$ cat src/rtl/ddc_pkg.sv
// ddc_pkg: shared constants, FSM state codes and channel-count clamp for the DDC sequencer
package ddc_pkg;
  localparam int N_CH_MAX = 128;
  localparam int CH_IDX_W = $clog2(N_CH_MAX);
  localparam int SAMPLE_W = 32;
  localparam logic [0:0] IDLE = 1'b0;
  localparam logic [0:0] RUN = 1'b1;
  function automatic logic [7:0] clamp_n_ch(input logic [7:0] n, input int unsigned max_ch);
    return (n == 8'd0) ? 8'd1 : (32'(n) > max_ch) ? 8'(max_ch) : n;
  endfunction
endpackage

$ cat src/rtl/ddc_delay_line.sv
// ddc_delay_line: fixed-depth shift register with asynchronous active-low clear
module ddc_delay_line #(
  parameter int WIDTH = 1,
  parameter int DEPTH = 1
) (
  input  logic             clk,
  input  logic             rst_n,
  input  logic [WIDTH-1:0] d,
  output logic [WIDTH-1:0] q
);
  logic [WIDTH-1:0] sr [DEPTH];
  // shift every cycle; reset empties the whole line so no stale entries emerge
  always_ff @(posedge clk or negedge rst_n)
    if (!rst_n) begin
      for (int i = 0; i < DEPTH; i++) sr[i] <= '0;
    end else begin
      sr[0] <= d;
      for (int i = 1; i < DEPTH; i++) sr[i] <= sr[i-1];
    end
  assign q = sr[DEPTH-1];
endmodule

$ cat src/rtl/ddc_channel_sequencer.sv
// ddc_channel_sequencer: per-sample channel read bursts for the two-stage DDC tables
module ddc_channel_sequencer
  import ddc_pkg::*;
#(
  parameter int N_CH_MAX     = ddc_pkg::N_CH_MAX,
  parameter int SECOND_DELAY = 4
) (
  input  logic                        dev_clk,
  input  logic                        dev_aresetn,
  input  logic [SAMPLE_W-1:0]         data_in,
  input  logic                        valid_in,
  input  logic [7:0]                  cfg_n_ch,
  input  logic                        cfg_bypass_second,
  input  logic                        cfg_update,
  input  logic                        clr_overrun,
  output logic [SAMPLE_W-1:0]         sample_out,
  output logic                        rd_en_first,
  output logic [$clog2(N_CH_MAX)-1:0] index_first,
  output logic                        rd_en_second,
  output logic [$clog2(N_CH_MAX)-1:0] index_second,
  output logic                        bypass_second,
  output logic                        slot_last,
  output logic                        busy,
  output logic                        overrun
);
  localparam int IW = $clog2(N_CH_MAX);
  logic [0:0]          state;
  logic [IW-1:0]       cnt;
  logic [7:0]          n_ch;
  logic                pend_valid, upd_pend, slot_bypass;
  logic [SAMPLE_W-1:0] pend_data;
  logic                last, load_cfg, drop;
  logic [IW+1:0]       dl_q;
  assign last     = state == RUN && 8'(cnt) == n_ch - 8'd1;
  assign load_cfg = (cfg_update && state == IDLE) || ((upd_pend || cfg_update) && last);
  assign drop     = valid_in && pend_valid && state == RUN && !last;
  // burst FSM, one-deep sample buffer and burst-boundary config load
  always_ff @(posedge dev_clk or negedge dev_aresetn)
    if (!dev_aresetn) begin
      state         <= IDLE;
      cnt           <= '0;
      n_ch          <= 8'(N_CH_MAX);
      bypass_second <= 1'b0;
      pend_valid    <= 1'b0;
      pend_data     <= '0;
      upd_pend      <= 1'b0;
      slot_bypass   <= 1'b0;
      sample_out    <= '0;
      rd_en_first   <= 1'b0;
      index_first   <= '0;
      slot_last     <= 1'b0;
      busy          <= 1'b0;
      overrun       <= 1'b0;
    end else begin
      rd_en_first <= state == RUN;
      busy        <= state == RUN;
      index_first <= cnt;
      slot_last   <= last;
      slot_bypass <= bypass_second;
      overrun     <= drop | (overrun & ~clr_overrun);
      upd_pend    <= !load_cfg && (upd_pend || cfg_update);
      if (load_cfg) begin
        n_ch          <= clamp_n_ch(cfg_n_ch, N_CH_MAX);
        bypass_second <= cfg_bypass_second;
      end
      if (state == IDLE) begin
        if (valid_in) begin
          sample_out <= data_in;
          state      <= RUN;
        end
      end else if (!last) begin
        cnt <= cnt + 1'b1;
        if (valid_in && !pend_valid) begin
          pend_data  <= data_in;
          pend_valid <= 1'b1;
        end
      end else begin
        cnt <= '0;
        if (pend_valid) begin
          sample_out <= pend_data;
          pend_data  <= data_in;
          pend_valid <= valid_in;
        end else if (valid_in) sample_out <= data_in;
        else state <= IDLE;
      end
    end
  ddc_delay_line #(.WIDTH(IW + 2), .DEPTH(SECOND_DELAY)) u_delay (
    .clk  (dev_clk),
    .rst_n(dev_aresetn),
    .d    ({slot_bypass, rd_en_first, index_first}),
    .q    (dl_q)
  );
  assign rd_en_second = dl_q[IW] & ~dl_q[IW+1];
  assign index_second = dl_q[IW-1:0];
endmodule

$ cat config.mk
export PLATFORM = sky130hd
export DESIGN_NAME = ddc_channel_sequencer
export DESIGN_NICKNAME = d
export VERILOG_FILES = /design/src/rtl/ddc_pkg.sv /design/src/rtl/ddc_delay_line.sv /design/src/rtl/ddc_channel_sequencer.sv
export SDC_FILE = /design/constraint.sdc
export NUM_CORES = 1
export LEC_CHECK = 0
export CAP_MARGIN = 10
export CORE_UTILIZATION = 51
export CTS_CLUSTER_SIZE = 30
export DETAILED_ROUTE_END_ITERATION = 8
export GPL_ROUTABILITY_DRIVEN = 1
export PLACE_DENSITY = 0.79
export SLEW_MARGIN = 40
export SYNTH_ARGS = -nofsm -noshare
export SYNTH_HDL_FRONTEND = slang
export SYNTH_SLANG_ARGS = --single-unit
$ cat constraint.sdc
create_clock -name dev_clk -period 3 [get_ports dev_clk]
set_input_delay 0.6 -clock dev_clk [delete_from_list [all_inputs] [get_ports dev_clk]]
set_output_delay 0.6 -clock dev_clk [all_outputs]
set_load 0.01 [all_outputs]
# [Yosys cells after proc, flatten, opt, wreduce, memory -nomap -nowiden]
# Cells that the tools add are included.
[totals] output_inout_bits=52 register_bits=130
[op_classes] order_cmp=1 n_bitwise=6 n_mux=17 reduce_logical=17 add_sub_neg=2 n_eq_ne=3
[ops] operator="$mux W32" n=7
[ops] operator="$mux W8" n=2
[ops] operator="$eq A7 B8 Y1" n=1
[ops] operator="$gt A8 B8 Y1 const B" n=1
[ops] operator="$logic_and A1 B1 Y1" n=8
[ops] operator="$logic_not A8 Y1" n=1
[ops] operator="$sub A8 B1 Y8 const B" n=1
[ops] operator="$add A7 B1 Y7 const B" n=1
[ops] operator="$mux W1" n=7
[ops] operator="$mux W7" n=1
[ops] operator="$logic_not A1 Y1" n=3
[ops] operator="$not A1 Y1" n=3
[ops] operator="$reduce_and A3 Y1" n=1
[ops] operator="$and A1 B1 Y1" n=2
[ops] operator="$logic_or A1 B1 Y1" n=2
[ops] operator="$ne A2 B1 Y1 const B" n=1
[ops] operator="$ne A2 B2 Y1 const B" n=1
[ops] operator="$reduce_and A2 Y1" n=1
[ops] operator="$reduce_bool A2 Y1" n=1
[ops] operator="$or A1 B1 Y1" n=1

# [Longest topological paths before layout]
# Gate-level depths: netlist of run 1.
[logic_depth] depth_word=7 depth_mapped=10 ltp_nobuf=9

# [Modules after synthesis]
# A second synthesis of run 1 with hierarchy kept.
[hier_totals] hier_cells=354 area_unflattened_um2=4954.8
[modules_own_cells] module="ddc_channel_sequencer" area_per_inst_um2=3986.3 cells_each=309 instances=1
[modules_own_cells] module="ddc_delay_line" area_per_inst_um2=968.4 cells_each=45 instances=1

# [Least setup slack after synthesis of run 1]
# OpenSTA, ideal clock, no wires.
[synth_path] path_kind="register -> register" from="reg n_ch[0]" to="reg pend_data[10]" path_slack_ps=561 required_ps=2875 n_path_buf=2 arrival_ps=2314 stages_incl_launch_ff=10 cell_sequence="dfrtp_1 or3_1 buf_2 nor3_1 a21oi_1 o31ai_1 nand2_2 mux2i_4 buf_6 mux2_2"
[synth_between] elab_chain_cells=5 elab_cells_between_ends=7 classes_between="add/sub (1); eq/ne (2); mux (1); reduce/logical (3)"
[synth_lines] element="start: declaration" line_no="ddc_channel_sequencer.sv:29" source="logic [7:0] n_ch;"
[synth_lines] element="start signal: assignment" line_no="ddc_channel_sequencer.sv:42" source="n_ch <= 8'(N_CH_MAX);"
[synth_lines] element="start signal: assignment" line_no="ddc_channel_sequencer.sv:63" source="n_ch <= clamp_n_ch(cfg_n_ch, N_CH_MAX);"
[synth_lines] element="$sub A8 B1 Y8 *" line_no="ddc_channel_sequencer.sv:34" source="assign last = state == RUN && 8'(cnt) == n_ch - 8'd1;"
[synth_lines] element="$eq A7 B8 Y1 *" line_no="ddc_channel_sequencer.sv:34"
[synth_lines] element="$logic_and A1 B1 Y1 *" line_no="ddc_channel_sequencer.sv:34"
[synth_lines] element="$ne A2 B2 Y1 (no line) or $reduce_bool A2 Y1 (tied branches)"
[synth_lines] element="$reduce_and A3 Y1 (no line)"
[synth_lines] element="end signal: assignment" line_no="ddc_channel_sequencer.sv:74" source="pend_data <= data_in;"
[synth_lines] element="end signal: assignment" line_no="ddc_channel_sequencer.sv:81" source="pend_data <= data_in;"
[synth_lines] element="end: declaration" line_no="ddc_channel_sequencer.sv:31" source="logic [SAMPLE_W-1:0] pend_data;"
# Every way passes the cells marked *; elsewhere a longest branch is shown, timed or not.
# A chain may end at the register's enable or synchronous reset.

# [Worst setup path after layout of run 1]
[layout_path] from="reg n_ch[2]" to="reg n_ch[5]"
[layout_between] elab_chain_cells=5
[layout_lines] element="$sub A8 B1 Y8" line_no="ddc_channel_sequencer.sv:34"
[layout_lines] element="$eq A7 B8 Y1" line_no="ddc_channel_sequencer.sv:34"
[layout_lines] element="$logic_and A1 B1 Y1" line_no="ddc_channel_sequencer.sv:34"
[layout_lines] element="$logic_and A1 B1 Y1" line_no="ddc_channel_sequencer.sv:35" source="assign load_cfg = (cfg_update && state == IDLE) || ((upd_pend || cfg_update) && last);"
[layout_lines] element="$logic_or A1 B1 Y1" line_no="ddc_channel_sequencer.sv:35"
# Every way passes these cells.

==> results.md, run 1 <==
- Status: completed
- Worst rel slew slack: 62.2%
- Post-place setup slack: 295 ps
- Synth area leader: dfrtp_1
- DRT Wirelength: 10.3 mm
- CP max-delay cell: a21oi_2
- HPWL Detailed: 6.29 mm
- Setup CP Type: flop to flop
- Starting DRT DRC Count: 152
- Synth area leaders: dfrtp_1, mux2_2, a2bb2oi_1
- Sequential share of the synthesized area: 65.9%
- Worst R2R Path Depth: 7
- Post-synth top cells: dfrtp_1, mux2_2, o22ai_1
- Post_cts resized: 0
- Initial Util: 53.0%
- Setup_tns: 0 ps
- Tightest Pin Transition: 567 ps
- Worst r2r src: n_ch[2]
- Worst Setup EP: n_ch[5]
- Chip height: 100 um
- Final setup viols: 0
- Vias/cell: 5.46
- Site row count: 35
- Pwr/cell area: 1150 mW/mm^2
- Hold WC Path Type: input pin to async pin
- RSZ-0062 raised after global routing: no
- DRC: 0
- Synthesized area per cell: 14.0 sq um
- R2r setup slk: 290 ps
- Register area: 0.00325 sq mm
- Share of cells above drive strength 1: 18.8%
- Crit end category: flop
- Full die area: 0.0101 sq mm
- CP required: 3390 ps
- Clock Root Buffer: clkbuf_8
- Largest net degree at the start of global routing: 92
- ANT nets after route: 0
- Asr flop ratio synth: 100%
- Synth warn: 0
- Leak: 0.00277 uW
- Layout area overhead: 32.5%
- Crit path buffers/inverters: 0
- Final hold vios: 0
- First-pass GRT wire length: 16.8 mm
- Largest stage delay on the critical path: 490 ps
- Routed wire per std cell: 17.4 um
- IO Port Bufs: 97
- # diodes: 0
- CTS tree: built
- Setup Skew: 10.7 ps
- Maximum clock frequency: 368 MHz
- Final Wtd Congestion: 0.828
- DR pass1 iterations: 4
- Fillers: 616
- Crit path max fanout: 9
- Deepest clock path buffer count: 2
- Critical Path Start: n_ch[2]
- Net Count, Synth: 400
- Total Power: 7510 uW
- Hold WS: 73.0 ps
- Max H-tree Level: 4
- CP Cell Sequence: or3_1 -> nor3_1 -> a21oi_1 -> o31ai_1 -> nand2_2 -> a21oi_2 -> mux2_2
- Yosys cell types: 41
- Count leader, synth: dfrtp_1
- Crit share post-route: 90.5%
- Worst EP arrival: 3110 ps
- Grt ovf: 0
- Num CTS Buffers: 17
- Synthesized area: 0.00494 sq mm
- Die W: 100 um
- Min Tclk post-route: 2710 ps
- Final worst slack: 286 ps
- Tot GR Track Use: 22.1%
- Via count: 3,226
- Predominant post-synthesis flop cell: dfrtp_1
- Max Transition Viols Final: 0
- Reg clk slew, reported paths: 60 ps
- Core Area: 0.00933 sq mm
- Max Cap Viol: 0
- Worst path depth: 7
- R2R Path End: n_ch[5]
- Fin nets: 497
- Top cell type's share of synthesized area: 65.3%
- Post-synth EDFFs: 0
- Clock Latency Late Sink: 510 ps
- Yosys reg bits: 130
- I/O pin total: 98
- Clk sinks: 130
- Worst setup SP type: flop
- Worst VDD drop: 0.500 mV
- Initial antenna violation count: 0
- Crit path max-delay family: compound AO/OA/AOI/OAI gates
- Hold bufs inserted after CTS: 0
- Post-CTS Setup Repair Bufs: 0
- Syn Inst Count: 352
- Number of global-route vias before repair: 3,407
- Multi-input logic area: 0.00150 sq mm
per-layer routing:
| metal | GRT usage, % | vias to the layer above | share of wire [%] |
|---|---|---|---|
| li1 | - | 1480 | - |
| met1 | 27.8 | 1654 | 44 |
| met2 | 37.2 | 79 | 51 |
| met3 | 4.81 | 13 | 3.2 |
| met4 | 9.03 | 0 | 1.4 |
| met5 | 0 | - | 0 |
kinds of logic after synthesis:
| kind of cell | share of synthesized area, % |
|---|---|
| DFF | 65.9 |
| AOI/OAI and AO/OA | 12.1 |
| and+or+nand+nor | 5.47 |
| muxes | 10.2 |
| buffers and inverters | 3.75 |
| xor gates and xnor gates | 2.13 |
| adders and majority gates | 0.507 |
cell type report:
cell class,instances,share of cell area (%)
clock buffers,17,6.33
clock inverters,15,2.04
inverters,6,0.344
multi-input cells,188,22.9
flip-flops and latches,130,49.7
well taps,129,2.47
repair buffers,106,16.2
per-stage QoR:
stage               instance area, sq um  std cells  util, %
floorplan                           4940        352        -
global placement                    6000        559     64.3
detailed placement                  6000        559     64.3
CTS                                 6550        591     70.2
global route                        6550        591     70.2
finish                              6550        591     70.2
cells in the final DEF, fill, tap and decap left out, types with 5 or more instances in the layout:
cell type        synthesis  final
o22ai_1                 33     33
nor2b_1                  6      6
nor3_1                   5      5
nand2_1                  7      7
a2bb2oi_1               31     31
buf_4                    8      8
xnor2_1                  9      9
inv_6                    0      8
clkbuf_16                0     16
dfrtp_1                129    129
clkdlybuf4s50_1          0     96
nor2_1                  11     11
inv_1                    6      6
a21oi_1                  5      5
mux2_2                  38     38
where the power goes:
| group | total (uW) | switching [uW] | leakage, uW | internal (uW) |
|---|---|---|---|---|
| logic | 2540 | 1040 | 0.000991 | 1500 |
| clock network | 1880 | 833 | 0.000259 | 1050 |
| registers | 3090 | 506 | 0.00152 | 2580 |
worst min-delay path by stage:
stage | slack [ps] | from | depth (start not counted) | to
after floorplan | 300 | dev_aresetn | 0 | busy
after global placement | 330 | u_delay.sr[23] | 0 | u_delay.sr[14]
after global routing | 100 | dev_aresetn | 1 | u_delay.q[8]
after CTS | 70 | dev_aresetn | 1 | u_delay.q[5]
final | 70 | dev_aresetn | 1 | u_delay.q[8]
after detailed placement | 330 | u_delay.sr[13] | 0 | u_delay.q[4]
sequential cells by signal (all words and copies together) (netlist names):
name,flops
pend_data,32
sample_out,32
u_delay.sr,27
u_delay.q,9
n_ch,8
cnt,7
index_first,7
busy,1
bypass_second,1
overrun,1
pend_valid,1
slot_bypass,1
slot_last,1
state,1
upd_pend,1
worst register-to-register path, stage by stage (launching register included):
cell	delay, ps
dfrtp_1	440
or3_1	430
nor3_1	220
a21oi_1	60
o31ai_1	340
nand2_2	220
a21oi_2	490
mux2_2	400
(Power assumes the default switching activity.)
==> inputs of run 2 (changes only) <==
--- a/config.mk
+++ b/config.mk
@@ -6,11 +6,11 @@
 export NUM_CORES = 1
 export LEC_CHECK = 0
 export CAP_MARGIN = 10
-export CORE_UTILIZATION = 51
+export CORE_UTILIZATION = 50
 export CTS_CLUSTER_SIZE = 30
 export DETAILED_ROUTE_END_ITERATION = 8
 export GPL_ROUTABILITY_DRIVEN = 1
-export PLACE_DENSITY = 0.79
+export PLACE_DENSITY = 0.78
 export SLEW_MARGIN = 40
 export SYNTH_ARGS = -nofsm -noshare
 export SYNTH_HDL_FRONTEND = slang
==> run 2 against run 1 <==
  * Cell count stayed put
  * Combinational power barely moved
  * Flip-flop and latch count is the same
  * Largest cell class unchanged
  * Critical path type unchanged
  * Clock skew decreased by 2.1 ps
  * Critical endpoint is now n_ch[2]
  * Highest routed layer unchanged
==> results.md, run 2 (synthesis results as in run 1) <==
- Full die area: 0.0103 sq mm (was 0.0101 sq mm)
- Clock Root Buffer: clkbuf_8 (unchanged)
- Die W: 101 um (was 100 um)
- IO Port Bufs: 97 (unchanged)
- CTS tree: built (unchanged)
- Setup_tns: 0 ps (unchanged)
- # diodes: 0 (unchanged)
- DR pass1 iterations: 4 (unchanged)
- Fin nets: 497 (unchanged)
- Share of cells above drive strength 1: 18.8% (unchanged)
- Site row count: 35 (unchanged)
- Deepest clock path buffer count: 2 (unchanged)
- Fillers: 649 (was 616)
- RSZ-0062 raised after global routing: no (unchanged)
- Leak: 0.00281 uW (was 0.00277 uW)
- Layout Cells excl Fill: 591 (unchanged)
- Worst rel slew slack: 62.6% (was 62.2%)
- Worst VDD drop: 0.476 mV (was 0.500 mV)
- Min Tclk post-route: 2750 ps (was 2710 ps)
- Number of global-route vias before repair: 3,451 (was 3,407)
- Final worst slack: 253 ps (was 286 ps)
- I/O pin total: 98 (unchanged)
- DRT Wirelength: 10.4 mm (was 10.3 mm)
- Final hold vios: 0 (unchanged)
- Starting DRT DRC Count: 166 (was 152)
- Post-CTS Setup Repair Bufs: 0 (unchanged)
- Vias/cell: 5.60 (was 5.46)
- Via count: 3,308 (was 3,226)
- Multi-input logic area: 0.00151 sq mm (was 0.00150 sq mm)
- Post_cts resized: 0 (unchanged)
- Num CTS Buffers: 17 (unchanged)
- Routed wire per std cell: 17.7 um (was 17.4 um)
- ANT nets after route: 0 (unchanged)
- Registers with the most flip-flops: pend_data x32, sample_out x32, u_delay.sr x27 (unchanged)
- Clk sinks: 130 (unchanged)
- Largest net degree at the start of global routing: 62 (was 92)
- Worst EP arrival: 3130 ps (was 3110 ps)
- Max Cap Viol: 0 (unchanged)
- Max H-tree Level: 4 (unchanged)
- Hold bufs inserted after CTS: 0 (unchanged)
- Initial Util: 52.5% (was 53.0%)
- Setup Skew: 8.62 ps (was 10.7 ps)
- Setup CP Type: flop to flop (unchanged)
- Crit path max fanout: 9 (unchanged)
- Grt ovf: 0 (unchanged)
- Status: completed (unchanged)
- Most frequent cells in the layout: dfrtp_1, clkdlybuf4s50_1, mux2_2 (unchanged)
- Layout area overhead: 34.3% (was 32.5%)
- Post-Place Cells: 559 (unchanged)
- Placed Area: 0.00602 sq mm (was 0.00600 sq mm)
- Worst setup SP type: flop (unchanged)
- Maximum clock frequency: 364 MHz (was 368 MHz)
- DRC: 0 (unchanged)
- HPWL Detailed: 6.65 mm (was 6.29 mm)
- Tot GR Track Use: 22.2% (was 22.1%)
- Final Wtd Congestion: 0.866 (was 0.828)
- Design Area, Final: 0.00663 sq mm (was 0.00655 sq mm)
- Clock Latency Late Sink: 500 ps (was 510 ps)
- Final setup viols: 0 (unchanged)
- CP required: 3380 ps (was 3390 ps)
- Max Transition Viols Final: 0 (unchanged)
- Post-place setup slack: 302 ps (was 295 ps)
- Chip height: 101 um (was 100 um)
- Most common cell after layout, fill and taps aside: dfrtp_1 (unchanged)
- Initial antenna violation count: 0 (unchanged)
- Crit end category: flop (unchanged)
- Tightest Pin Transition: 562 ps (was 567 ps)
- Core Area: 0.00942 sq mm (was 0.00933 sq mm)
- Crit share post-route: 91.6% (was 90.5%)
- Hold WC Path Type: input pin to async pin (unchanged)
- Reg clk slew, reported paths: 60 ps (about the same)
- Register area: 0.00325 sq mm (unchanged)
- Pwr/cell area: 1170 mW/mm^2 (was 1150 mW/mm^2)
- First-pass GRT wire length: 17.0 mm (was 16.8 mm)
run 2: cell count changes in the layout (fill, tap and decap cells not counted), sizes merged:
cell / before / now
bufinv: 0 / 3
clkinv: 0 / 3
clkinvlp: 4 / 3
inv: 17 / 12
run 2: worst max-delay path, cell delays in order (launching register included):
cell     delay, ps
dfrtp_1        430
or3_1          440
nor3_1         240
a21oi_1         60
o31ai_1        330
nand2_2        230
a21oi_2        490
mux2_2         400
run 2: layer usage:
layer | share of wire, % | vias up | track usage [%]
met5 | 0 | - | 0
met4 | 2.0 | 0 | 8.47
met3 | 4.3 | 21 | 5.73
met2 | 52 | 129 | 37.2
met1 | 42 | 1671 | 27.8
li1 | - | 1487 | -
run 2: worst paths after layout:
kind                                      from      endpoint  slack [ps]  depth (start not counted)
worst max register to register         n_ch[2]       n_ch[2]         250                          7
min in group dev_clk            u_delay.sr[16]  u_delay.q[7]         350                          0
max in group asynchronous          dev_aresetn       n_ch[7]        2220                          2
worst max-delay path                   n_ch[2]       n_ch[2]         250                          7
worst min register to register  u_delay.sr[16]  u_delay.q[7]         350                          0
worst min-delay path               dev_aresetn      upd_pend          60                          1
run 2: final cells by class:
type	count	share of cell area [%]
clock inverter	15	2.96
clock buffer	17	6.24
multi-input combinational	188	22.7
timing repair buffer	106	16.2
tap	129	2.43
inverter	6	0.339
sequential	130	49.1
run 2: through the flow:
step           hold slack [ps]  power [uW]  util, %
3_5_place_dp               335        5660     63.9
2_1_floorplan              304        4570        -
4_1_cts                    192        7810     70.4
3_3_place_gp               332        5500     63.9
6_report                  60.5        7750     70.5
5_1_grt                   90.8        8160     70.5
run 2: power by group:
part,switching [uW],internal [uW]
clock,803,1290
sequential,514,2580
combinational,1060,1510
total,2380,5380
==> inputs of run 3 (changes only) <==
--- a/config.mk
+++ b/config.mk
@@ -10,7 +10,7 @@
 export CTS_CLUSTER_SIZE = 30
 export DETAILED_ROUTE_END_ITERATION = 8
 export GPL_ROUTABILITY_DRIVEN = 1
-export PLACE_DENSITY = 0.78
+export PLACE_DENSITY = 0.8
 export SLEW_MARGIN = 40
 export SYNTH_ARGS = -nofsm -noshare
 export SYNTH_HDL_FRONTEND = slang
==> constraint.sdc (replaced) <==
create_clock -name dev_clk -period 3 [get_ports dev_clk]
set_input_delay 0.6 -clock dev_clk [delete_from_list [all_inputs] [get_ports dev_clk]]
set_output_delay 0.6 -clock dev_clk [all_outputs]
set_load 0.005 [all_outputs]
==> run 3 against run 2 <==
  * Setup slack improved by 100 ps
  * Count of clock-buffer cells in the layout unchanged
  * First-iteration DRC count increased by 9.0%
  * Flip-flop and latch count is the same
  * Critical endpoint is now pend_data[27]
==> results.md, run 3 (synthesis results as in run 1) <==
- Initial antenna violation count: 0 (unchanged)
- Crit end category: flop (unchanged)
- Final hold vios: 0 (unchanged)
- Final setup viols: 0 (unchanged)
- DRC: 0 (unchanged)
- Worst setup SP type: flop (unchanged)
- Site row count: 35 (unchanged)
- Die W: 101 um (unchanged)
- Design Area, Final: 0.00659 sq mm (was 0.00663 sq mm)
- Tot GR Track Use: 21.3% (was 22.2%)
- IO Port Bufs: 97 (unchanged)
- Vias/cell: 5.42 (was 5.60)
- Worst VDD drop: 0.462 mV (was 0.476 mV)
- Leak: 0.00278 uW (was 0.00281 uW)
- Clk sinks: 130 (unchanged)
- Fin nets: 496 (was 497)
- Setup Skew: 7.17 ps (was 8.62 ps)
- CP required: 3380 ps (about the same)
- Post-CTS Setup Repair Bufs: 0 (unchanged)
- Max H-tree Level: 4 (unchanged)
- Grt ovf: 0 (unchanged)
- HPWL Detailed: 6.33 mm (was 6.65 mm)
- M3 GR Usage: 5.31% (was 5.73%)
- Most frequent cells in the layout: dfrtp_1, clkdlybuf4s50_1, mux2_2 (unchanged)
- Worst rel slew slack: 60.1% (was 62.6%)
- Initial Util: 52.5% (unchanged)
- Full die area: 0.0103 sq mm (unchanged)
- Setup_tns: 0 ps (unchanged)
- DR pass1 iterations: 4 (unchanged)
- Number of global-route vias before repair: 3,310 (was 3,451)
- Pwr/cell area: 1130 mW/mm^2 (was 1170 mW/mm^2)
- Max Transition Viols Final: 0 (unchanged)
- Fillers: 661 (was 649)
- Num CTS Buffers: 17 (unchanged)
- Core Area: 0.00942 sq mm (unchanged)
- Crit share post-route: 88.2% (was 91.6%)
- Status: completed (unchanged)
- Hold bufs inserted after CTS: 0 (unchanged)
- ANT nets after route: 0 (unchanged)
- Clock Latency Late Sink: 500 ps (about the same)
- Tightest Pin Transition: 599 ps (was 562 ps)
- Chip height: 101 um (unchanged)
- Via count: 3,199 (was 3,308)
- Setup CP Type: flop to flop (unchanged)
- Max Cap Viol: 0 (unchanged)
- Registers with the most flip-flops: pend_data x32, sample_out x32, u_delay.sr x27 (unchanged)
- Final Wtd Congestion: 0.926 (was 0.866)
- First-pass GRT wire length: 16.4 mm (was 17.0 mm)
- Hold WC Path Type: input pin to async pin (unchanged)
- Routed wire per std cell: 16.8 um (was 17.7 um)
- Layout area overhead: 33.4% (was 34.3%)
- Min Tclk post-route: 2650 ps (was 2750 ps)
- DRT Wirelength: 9.91 mm (was 10.4 mm)
- Busiest grt layer: met2 (unchanged)
- RSZ-0062 raised after global routing: no (unchanged)
- Clock Root Buffer: clkbuf_8 (unchanged)
- I/O pin total: 98 (unchanged)
- Placed Area: 0.00601 sq mm (was 0.00602 sq mm)
- # diodes: 0 (unchanged)
- Crit path max fanout: 32 (was 9)
- Deepest clock path buffer count: 2 (unchanged)
- Worst EP arrival: 3030 ps (was 3130 ps)
- Reg clk slew, reported paths: 60 ps (about the same)
- CTS tree: built (unchanged)
- Most common cell after layout, fill and taps aside: dfrtp_1 (unchanged)
- M2 GR Usage: 34.7% (was 37.2%)
- Starting DRT DRC Count: 181 (was 166)
- Post_cts resized: 0 (unchanged)
- Maximum clock frequency: 378 MHz (was 364 MHz)
- Largest net degree at the start of global routing: 101 (was 62)
- Share of cells above drive strength 1: 18.7% (was 18.8%)
- M1 GR Usage: 27.5% (was 27.8%)
==> run 3: cell count changes in the layout (fill, tap and decap cells not counted) <==
cell / change
bufinv_16: -2
buf_6: -1
inv_6: +3
clkinv_4: -2
clkinv_8: +1
==> run 3: final cells by class <==
type	instances	area, sq um	area share, %
Sequential cell	130	3250	49.4
Clock inverter	15	161	2.45
Clock buffer	17	414	6.29
Inverter	6	22.5	0.342
Timing Repair Buffer	105	1070	16.2
Tap cell	129	161	2.45
Multi-Input combinational cell	188	1510	22.9
==> run 3: critical path, stage by stage (launching register included) <==
cell and delay [ps]:
dfrtp_1 400, inv_1 90, ha_1 260, a31oi_1 130, or3_1 420, nor4_4 200, nand2_2 200, mux2i_4 230
buf_12 220, mux2_2 360
==> run 3: power by group <==
group	switching (uW)	internal (uW)
Clock	815	1130
Sequential	501	2580
Combinational	916	1510
==> run 3: layer usage <==
layer | up-vias | part of all wire [%]
met5 | - | 0
met1 | 1615 | 45
met3 | 13 | 4.0
li1 | 1479 | -
met4 | 0 | 1.3
met2 | 92 | 50
==> run 3: worst paths after layout <==
check / start / end / slack, ps / cells after the start
setup / recovery: n_ch[0] / pend_data[27] / 350 / 9
hold / removal: dev_aresetn / sample_out[11] / 30 / 1
setup reg to reg: n_ch[0] / pend_data[27] / 350 / 9
hold reg to reg: u_delay.sr[13] / u_delay.q[4] / 350 / 0
max in group asynchronous: dev_aresetn / n_ch[7] / 2110 / 2
min in group dev_clk: u_delay.sr[13] / u_delay.q[4] / 350 / 0
==> run 3: through the flow <==
| step | utilization (%) | hold slack [ps] | setup WS (ps) | instances | power [uW] |
|---|---|---|---|---|---|
| after global placement | 63.9 | 332 | 456 | 558 | 5370 |
| after floorplan | - | 304 | 561 | 352 | 4440 |
| after global routing | 70.0 | 37.8 | 139 | 590 | 7920 |
| after CTS | 70.0 | 4.09 | 367 | 590 | 7520 |
| final | 70.0 | 28.6 | 354 | 590 | 7450 |
| after detailed placement | 63.9 | 335 | 386 | 558 | 5510 |
